`src/rtl/mem1_bank_scheduler.sv`:
```
// Ping-pong bank scheduler for the MEM1 frame buffer: steers the SPI writer and
// the STFT/CNN reader across two image banks and flags write overruns.
module mem1_bank_scheduler #(
  parameter int unsigned FRAME_CNT_WL = 16
) (
  input  logic                    iCLK,
  input  logic                    iRST,
  input  logic                    iWR_DONE,
  input  logic                    iRD_READY,
  input  logic                    iRD_DONE,
  output logic                    oWR_BANK,
  output logic                    oWR_ALLOW,
  output logic                    oWR_CLR,
  output logic                    oRD_START,
  output logic                    oRD_BANK,
  output logic                    oRD_BUSY,
  output logic                    oOVF,
  output logic [FRAME_CNT_WL-1:0] oFRAME_CNT
);

  typedef enum logic [1:0] {B_FREE = 2'd0, B_FULL = 2'd1, B_READ = 2'd2} bank_st_t;
  typedef enum logic {W_ACTIVE = 1'b0, W_WAIT = 1'b1} wr_st_t;
  typedef enum logic {R_IDLE = 1'b0, R_BUSY = 1'b1} rd_st_t;

  bank_st_t                bank_q [2];
  bank_st_t                bank_d [2];
  wr_st_t                  wr_st_q, wr_st_d;
  rd_st_t                  rd_st_q, rd_st_d;
  logic                    wr_bank_q, wr_bank_d;
  logic                    rd_ptr_q, rd_ptr_d;
  logic                    rd_bank_q, rd_bank_d;
  logic                    wr_clr_q, wr_clr_d;
  logic                    rd_start_q, rd_start_d;
  logic                    ovf_q, ovf_d;
  logic [FRAME_CNT_WL-1:0] cnt_q, cnt_d;

  always_ff @(posedge iCLK) begin
    if (iRST) begin
      bank_q[0]  <= B_FREE;
      bank_q[1]  <= B_FREE;
      wr_st_q    <= W_ACTIVE;
      rd_st_q    <= R_IDLE;
      wr_bank_q  <= 1'b0;
      rd_ptr_q   <= 1'b0;
      rd_bank_q  <= 1'b0;
      wr_clr_q   <= 1'b0;
      rd_start_q <= 1'b0;
      ovf_q      <= 1'b0;
      cnt_q      <= '0;
    end else begin
      bank_q[0]  <= bank_d[0];
      bank_q[1]  <= bank_d[1];
      wr_st_q    <= wr_st_d;
      rd_st_q    <= rd_st_d;
      wr_bank_q  <= wr_bank_d;
      rd_ptr_q   <= rd_ptr_d;
      rd_bank_q  <= rd_bank_d;
      wr_clr_q   <= wr_clr_d;
      rd_start_q <= rd_start_d;
      ovf_q      <= ovf_d;
      cnt_q      <= cnt_d;
    end
  end

  always_comb begin
    bank_d[0]  = bank_q[0];
    bank_d[1]  = bank_q[1];
    wr_st_d    = wr_st_q;
    rd_st_d    = rd_st_q;
    wr_bank_d  = wr_bank_q;
    rd_ptr_d   = rd_ptr_q;
    rd_bank_d  = rd_bank_q;
    wr_clr_d   = 1'b0;
    rd_start_d = 1'b0;
    ovf_d      = ovf_q;
    cnt_d      = cnt_q;

    // Reader resolves first so the writer sees a bank freed in this same cycle.
    unique case (rd_st_q)
      R_IDLE: begin
        if (iRD_READY && bank_q[rd_ptr_q] == B_FULL) begin
          rd_start_d       = 1'b1;
          rd_bank_d        = rd_ptr_q;
          bank_d[rd_ptr_q] = B_READ;
          rd_st_d          = R_BUSY;
        end
      end
      R_BUSY: begin
        if (iRD_DONE) begin
          bank_d[rd_bank_q] = B_FREE;
          rd_ptr_d          = ~rd_ptr_q;
          cnt_d             = cnt_q + FRAME_CNT_WL'(1);
          rd_st_d           = R_IDLE;
        end
      end
      default: rd_st_d = R_IDLE;
    endcase

    unique case (wr_st_q)
      W_ACTIVE: begin
        if (iWR_DONE) begin
          bank_d[wr_bank_q] = B_FULL;
          wr_clr_d          = 1'b1;
          if (bank_d[~wr_bank_q] == B_FREE) wr_bank_d = ~wr_bank_q;
          else                              wr_st_d   = W_WAIT;
        end
      end
      W_WAIT: begin
        if (iWR_DONE) ovf_d = 1'b1;
        if (bank_d[~wr_bank_q] == B_FREE) begin
          wr_bank_d = ~wr_bank_q;
          wr_st_d   = W_ACTIVE;
        end
      end
      default: wr_st_d = W_ACTIVE;
    endcase
  end

  assign oWR_BANK   = wr_bank_q;
  assign oWR_ALLOW  = (wr_st_q == W_ACTIVE);
  assign oWR_CLR    = wr_clr_q;
  assign oRD_START  = rd_start_q;
  assign oRD_BANK   = rd_bank_q;
  assign oRD_BUSY   = (rd_st_q == R_BUSY);
  assign oOVF       = ovf_q;
  assign oFRAME_CNT = cnt_q;

endmodule
```
`config.mk`:
```
export PLATFORM = sky130hd
export DESIGN_NAME = mem1_bank_scheduler
export DESIGN_NICKNAME = d
export VERILOG_FILES = /design/src/rtl/mem1_bank_scheduler.sv
export SDC_FILE = /design/constraint.sdc
export NUM_CORES = 1
export LEC_CHECK = 0
export ABC_AREA = 1
export CORE_ASPECT_RATIO = 1.25
export CORE_MARGIN = 10
export CORE_UTILIZATION = 35
export CTS_CLUSTER_DIAMETER = 150
export DETAILED_ROUTE_END_ITERATION = 7
export DONT_BUFFER_PORTS = 1
export GPL_TIMING_DRIVEN = 0
export SLEW_MARGIN = 30
export SYNTH_ARGS = -nofsm -noshare
export SYNTH_HDL_FRONTEND = slang
export SYNTH_SLANG_ARGS = --single-unit
```
`constraint.sdc`:
```
create_clock -name iCLK -period 2.1 [get_ports iCLK]
set_input_delay 0.315 -clock iCLK [delete_from_list [all_inputs] [get_ports iCLK]]
set_output_delay 0.315 -clock iCLK [all_outputs]
set_load 0.02 [all_outputs]
```
After elaboration in Yosys (flattened, before gate mapping)
Memory sizes are Yosys's and may differ from the RTL's. A register that Yosys moved wholly into a read port is not among the register bits.
Index checks and enable logic that the tools add are counted.
Widths: inputs -> output; s select.
{ "totals": {"memories": 1, "elab_cells": 88, "mem_bits_rw": 4, "register_bits": 24} }
{ "mem_list": {"columns": ["name", "words", "width", "rd", "rd_clocked_by_memory_dff", "wr", "line_no", "rtl"], "rows": [
  ["bank_q", 2, 2, 3, 1, 2, "25", "bank_st_t bank_q [2];"]
]} }
{ "classes": {"magnitude_cmp": 7, "addsub": 1, "reduce_logical": 12, "n_bitwise": 18, "n_mux": 36, "n_eq_ne": 4} }
{ "op_table": {"columns": ["cell", "count"], "rows": [
  ["$mux 2", 11],
  ["$add 16x1->16 const B", 1],
  ["$mux 4", 4],
  ["$mux 1", 14],
  ["$ge 2x2->1 const B", 4],
  ["$not 1->2", 4],
  ["$pmux 4 s2", 1],
  ["$demux 2 s1", 3],
  ["$lt 2x1->1 const B", 3],
  ["$pmux 1 s2", 3],
  ["$reduce_and 2->1", 3],
  ["$and 2x2->2", 2],
  ["$and 4x4->4", 1],
  ["$logic_and 1x1->1", 4],
  ["$logic_not 2->1", 2],
  ["$ne 2x1->1 const B", 2],
  ["$not 1->1", 4],
  ["$not 2->2", 2],
  ["$not 4->4", 1],
  ["$or 2x2->2", 2],
  ["$reduce_or 2->1", 2],
  ["$reduce_and 3->1", 1],
  ["$eq 2x1->1 const B", 1],
  ["$ne 2x2->1 const B", 1],
  ["$or 1x1->1", 2]
]} }

Depth between registers and ports, before layout
{ "logic_depth": {"depth_word": 17, "mapped_depth": 11, "depth_no_buf": 10} }

Worst setup path after synthesis
OpenSTA, ideal clock, no wires.
{ "synth_timing": {"path_type": "register to register", "startpoint": "reg cnt_q[0] (netlist: oFRAME_CNT[0])", "endpoint": "reg cnt_q[14] (netlist: oFRAME_CNT[14])", "setup_slack_ps": 558, "path_buffers": 0, "arrival_time_ps": 1427, "setup_ps": 115, "required_ps": 1985, "stages_incl_launch_ff": 9, "period_less_slack_ps": 1542, "cell_sequence": "dfxtp_1 -> ha_1 -> nand3_1 -> nor3_4 -> nand3_1 -> inv_1 -> nand3_1 -> nand2_1 -> nor2_1"} }
{ "synth_between": {"elab_chain_cells": 1} }
{ "synth_rtl": {"columns": ["element", "line_no", "rtl"], "rows": [
  ["from (decl)", "35", "logic [FRAME_CNT_WL-1:0] cnt_q, cnt_d;"],
  ["from (signal assigned)", "61", "cnt_q <= cnt_d;"],
  ["$add 16x1->16", "92", "cnt_d = cnt_q + FRAME_CNT_WL'(1);"]
]} }
No other way between the ends.
A chain may end at the register's enable or synchronous reset.

Final worst setup path
Ends and elaborated chain as after synthesis.

==> tab_implementation.tex <==
\begin{tabular}{lr}
\hline
Metric & Value \\
\hline
\multicolumn{2}{l}{\textbf{Status}} \\
Run status & completed \\
\multicolumn{2}{l}{\textbf{Worst setup path}} \\
Crit path largest cell delay & 0.54 ns \\
Crit-path most repeated cell & nand3\_1 \\
Slowest CP cell & dfxtp\_1 \\
Cell-by-cell trace of the critical path & ha\_1 > nand3\_1 > nor3\_4 > nand3\_1 > inv\_1 > nand3\_1 > nand2\_1 > nor2\_1 \\
Critical path class & flop to flop \\
Worst Setup Start Kind & flop \\
Critical path peak fanout & 4 \\
Critical path capture point type & flop \\
Data required time of the critical path & 2.28 ns \\
Data arrival time at the worst-slack endpoint & 1.93 ns \\
\multicolumn{2}{l}{\textbf{Placement}} \\
Half-perimeter wire length after detailed placement & 2210 µm \\
Count of placed standard cells including taps & 223 \\
RePlAce Congestion & 0.797 \\
Placement-stage cell area & 0.00137 mm² \\
Count of input and output buffers & 0 \\
\multicolumn{2}{l}{\textbf{Finish}} \\
Cell area after layout & 0.00146 mm² \\
Number of filler instances in the final layout & 376 \\
FF+latch area & 581 µm² \\
Post-Route Utilization & 0.407 \\
Fin nets & 197 \\
Final cell count without fillers & 231 \\
Layout cells sized above 1 & 0.0781 \\
Multi-input combinational cell area & 614 µm² \\
ANT cells & 0 \\
Area growth, synth to finish & 9.92\% \\
\multicolumn{2}{l}{\textbf{STA}} \\
Setup Viol. Count Final & 0 \\
Fmax & 570 MHz \\
Pins over their slew limit & 0 \\
Fin crit period & 1.75 ns \\
Summed negative setup slack over all endpoints & 0 ns \\
Unrepaired setup endpoints after global routing & false \\
Final Cycle Share & 0.835 \\
Final hold violation count & 0 \\
Clock skew & 0.00674 ns \\
Worst rel slew slack & 0.680 \\
Tightest Pin Transition & 0.480 ns \\
\multicolumn{2}{l}{\textbf{Floorplanning}} \\
Die Width & 75.0 µm \\
Initial core utilization & 0.370 \\
Core Region & 0.00357 mm² \\
Area of the die & 0.00666 mm² \\
Vertical die dimension & 88.8 µm \\
Number of placement rows & 24 \\
Number of top-level design ports & 28 \\
\multicolumn{2}{l}{\textbf{Clocking}} \\
Largest buffer count on any clock path & 2 \\
Clock tree root buffer cell & clkbuf\_8 \\
Post-cts hold buffer count & 0 \\
Number of post-CTS setup repair buffers & 0 \\
Number of clock sinks & 29 \\
Worst skew pair latency & 0.28 ns \\
Number of H-tree branching levels & 2 \\
TritonCTS Buffers & 5 \\
Quantity of gates resized following cts & 0 \\
CTS clk-pin slew, worst paths & 0.06 ns \\
CTS tree & yes \\
\multicolumn{2}{l}{\textbf{Synth}} \\
Most common library cells after synthesis & nand2\_1, dfxtp\_1, inv\_1 \\
Portion of synthesized cell area occupied by the leading cell type & 0.439 \\
Cells after Synth & 184 \\
Main area contributors after synthesis & dfxtp\_1, nand2\_1, a21oi\_1 \\
Cell area after technology mapping & 0.00132 mm² \\
Count of flip-flops with a built-in enable after synthesis & 0 \\
Yosys top cell by area & dfxtp\_1 \\
Post-synthesis sequential element count & 29 \\
Cell variety after synth & 22 \\
Sequential share of the synthesized area & 0.439 \\
Top\_reg\_cell synth & dfxtp\_1 \\
Net count of the mapped netlist & 190 \\
Most frequent cell after synthesis & nand2\_1 \\
Number of synthesis warnings & 0 \\
Share of synthesized registers carrying an async set or reset & 0 \\
Post-synthesis average cell area & 7.19 µm² \\
\multicolumn{2}{l}{\textbf{Route}} \\
First drt pass iteration count & 4 \\
Iteration-0 DRC Markers & 62 \\
Wire per inst & 12.6 µm \\
Routed via count divided by cell count & 4.90 \\
Antenna viol nets, final & 0 \\
Final wirelength & 2900 µm \\
DR DRC count & 0 \\
Vias after detailed routing & 1133 \\
\multicolumn{2}{l}{\textbf{Global route}} \\
GRT Residual Overflow & 0 \\
GR Util All Layers & 0.0953 \\
Wire length of the first global-routing pass & 4770 µm \\
Pin count of the biggest net entering global routing & 11 \\
Number of antenna violations at the first check in global routing & 0 \\
Number of global-route vias before repair & 1052 \\
\multicolumn{2}{l}{\textbf{Power and ir drop}} \\
Power consumption & 1.14 mW \\
Power per cell area & 786 mW/mm² \\
Leakage power summed over all cells & 0.582 nW \\
Worst ir drop on vdd & 317 µV \\
\multicolumn{2}{l}{\textbf{Min path}} \\
Type of the tightest min-delay check & input pin to flop \\
\multicolumn{2}{l}{\textbf{Flow run}} \\
Max cap viols & 0 \\
\hline
\end{tabular}
-- path summary, 6_finish.rpt --
check / slack (ns) / from / endpoint / cells after the start
worst min-delay path: 0.10 / iRST / oFRAME_CNT[12]$_SDFFE_PP0P_ / 1
worst max register to register: 0.35 / oFRAME_CNT[0]$_SDFFE_PP0P_ / oFRAME_CNT[14]$_SDFFE_PP0P_ / 8
worst min register to register: 0.49 / bank_q[0][1]$_SDFF_PP0_ / bank_q[0][1]$_SDFF_PP0_ / 2
worst max-delay path: 0.35 / oFRAME_CNT[0]$_SDFFE_PP0P_ / oFRAME_CNT[14]$_SDFFE_PP0P_ / 8
-- state kept, by name, summed over array words and instances (netlist names), named ones only --
name and cells:
oWR_CLR 1, oRD_BUSY 1, rd_ptr_q 1, wr_st_q 1, oRD_BANK 1, oWR_BANK 1, oRD_START 1, oFRAME_CNT 16
oOVF 1, bank_q 4
-- metal layers --
metal	track usage	vias up	routed length (µm)
met5	0	-	0
met4	0.0448	0	36
met3	0.0617	4	300
met2	0.155	28	1410
met1	0.0916	492	1150
li1	-	609	-
-- stage by stage --
step | hold WS (ns) | setup slack (ns)
2_1_floorplan | 0.391 | 0.558
3_3_place_gp | 0.393 | 0.347
3_5_place_dp | 0.395 | 0.328
4_1_cts | 0.0871 | 0.320
5_1_grt | 0.0841 | 0.147
6_report | 0.101 | 0.347
-- cells in the final DEF, fill, tap and decap left out --
cell       n
a21oi_1   21
buf_6      1
clkbuf_1   3
clkbuf_8   5
clkinv_2   2
dfxtp_1   29
ha_1       1
inv_1     27
inv_6      1
nand2_1   32
nand2_2    1
nand2_4    2
nand3_1   21
nand3b_1   1
nand4_1    4
nor2_1    23
nor2_4     2
nor3_1     4
nor3_4     1
nor3b_1    1
o21ai_0    7
o21ai_1    1
xnor2_1    1
xor2_1     1
-- cell type report --
type / count / share of cell area
multi-input cells: 124 / 0.422
flip-flops and latches: 29 / 0.399
inverters: 28 / 0.0757
clock buffers: 6 / 0.0499
well taps: 39 / 0.0335
plain buffers: 3 / 0.0129
clock inverters: 2 / 0.00688
-- power by group --
part / switching [mW] / total, mW / internal (mW)
sequential: 0.0346 / 0.607 / 0.573
clock: 0.210 / 0.439 / 0.229
combinational: 0.0617 / 0.0975 / 0.0358
-- critical path, delay by kind of cell (launching register included) --
family	cells	cell delay [ns]
adders and majority gates	1	0.26
DFF	1	0.54
and+or+nand+nor	6	0.71
buffers and inverters	1	0.14
-- cell families after synthesis --
family,after synthesis,synth area share
buf+inv,31,0.0974
compound gates,29,0.110
simple gates,92,0.332
flops,29,0.439
xor+xnor,2,0.0132
fa+ha+maj,1,0.00945
Note: power is estimated with default switching activity, not from simulation.
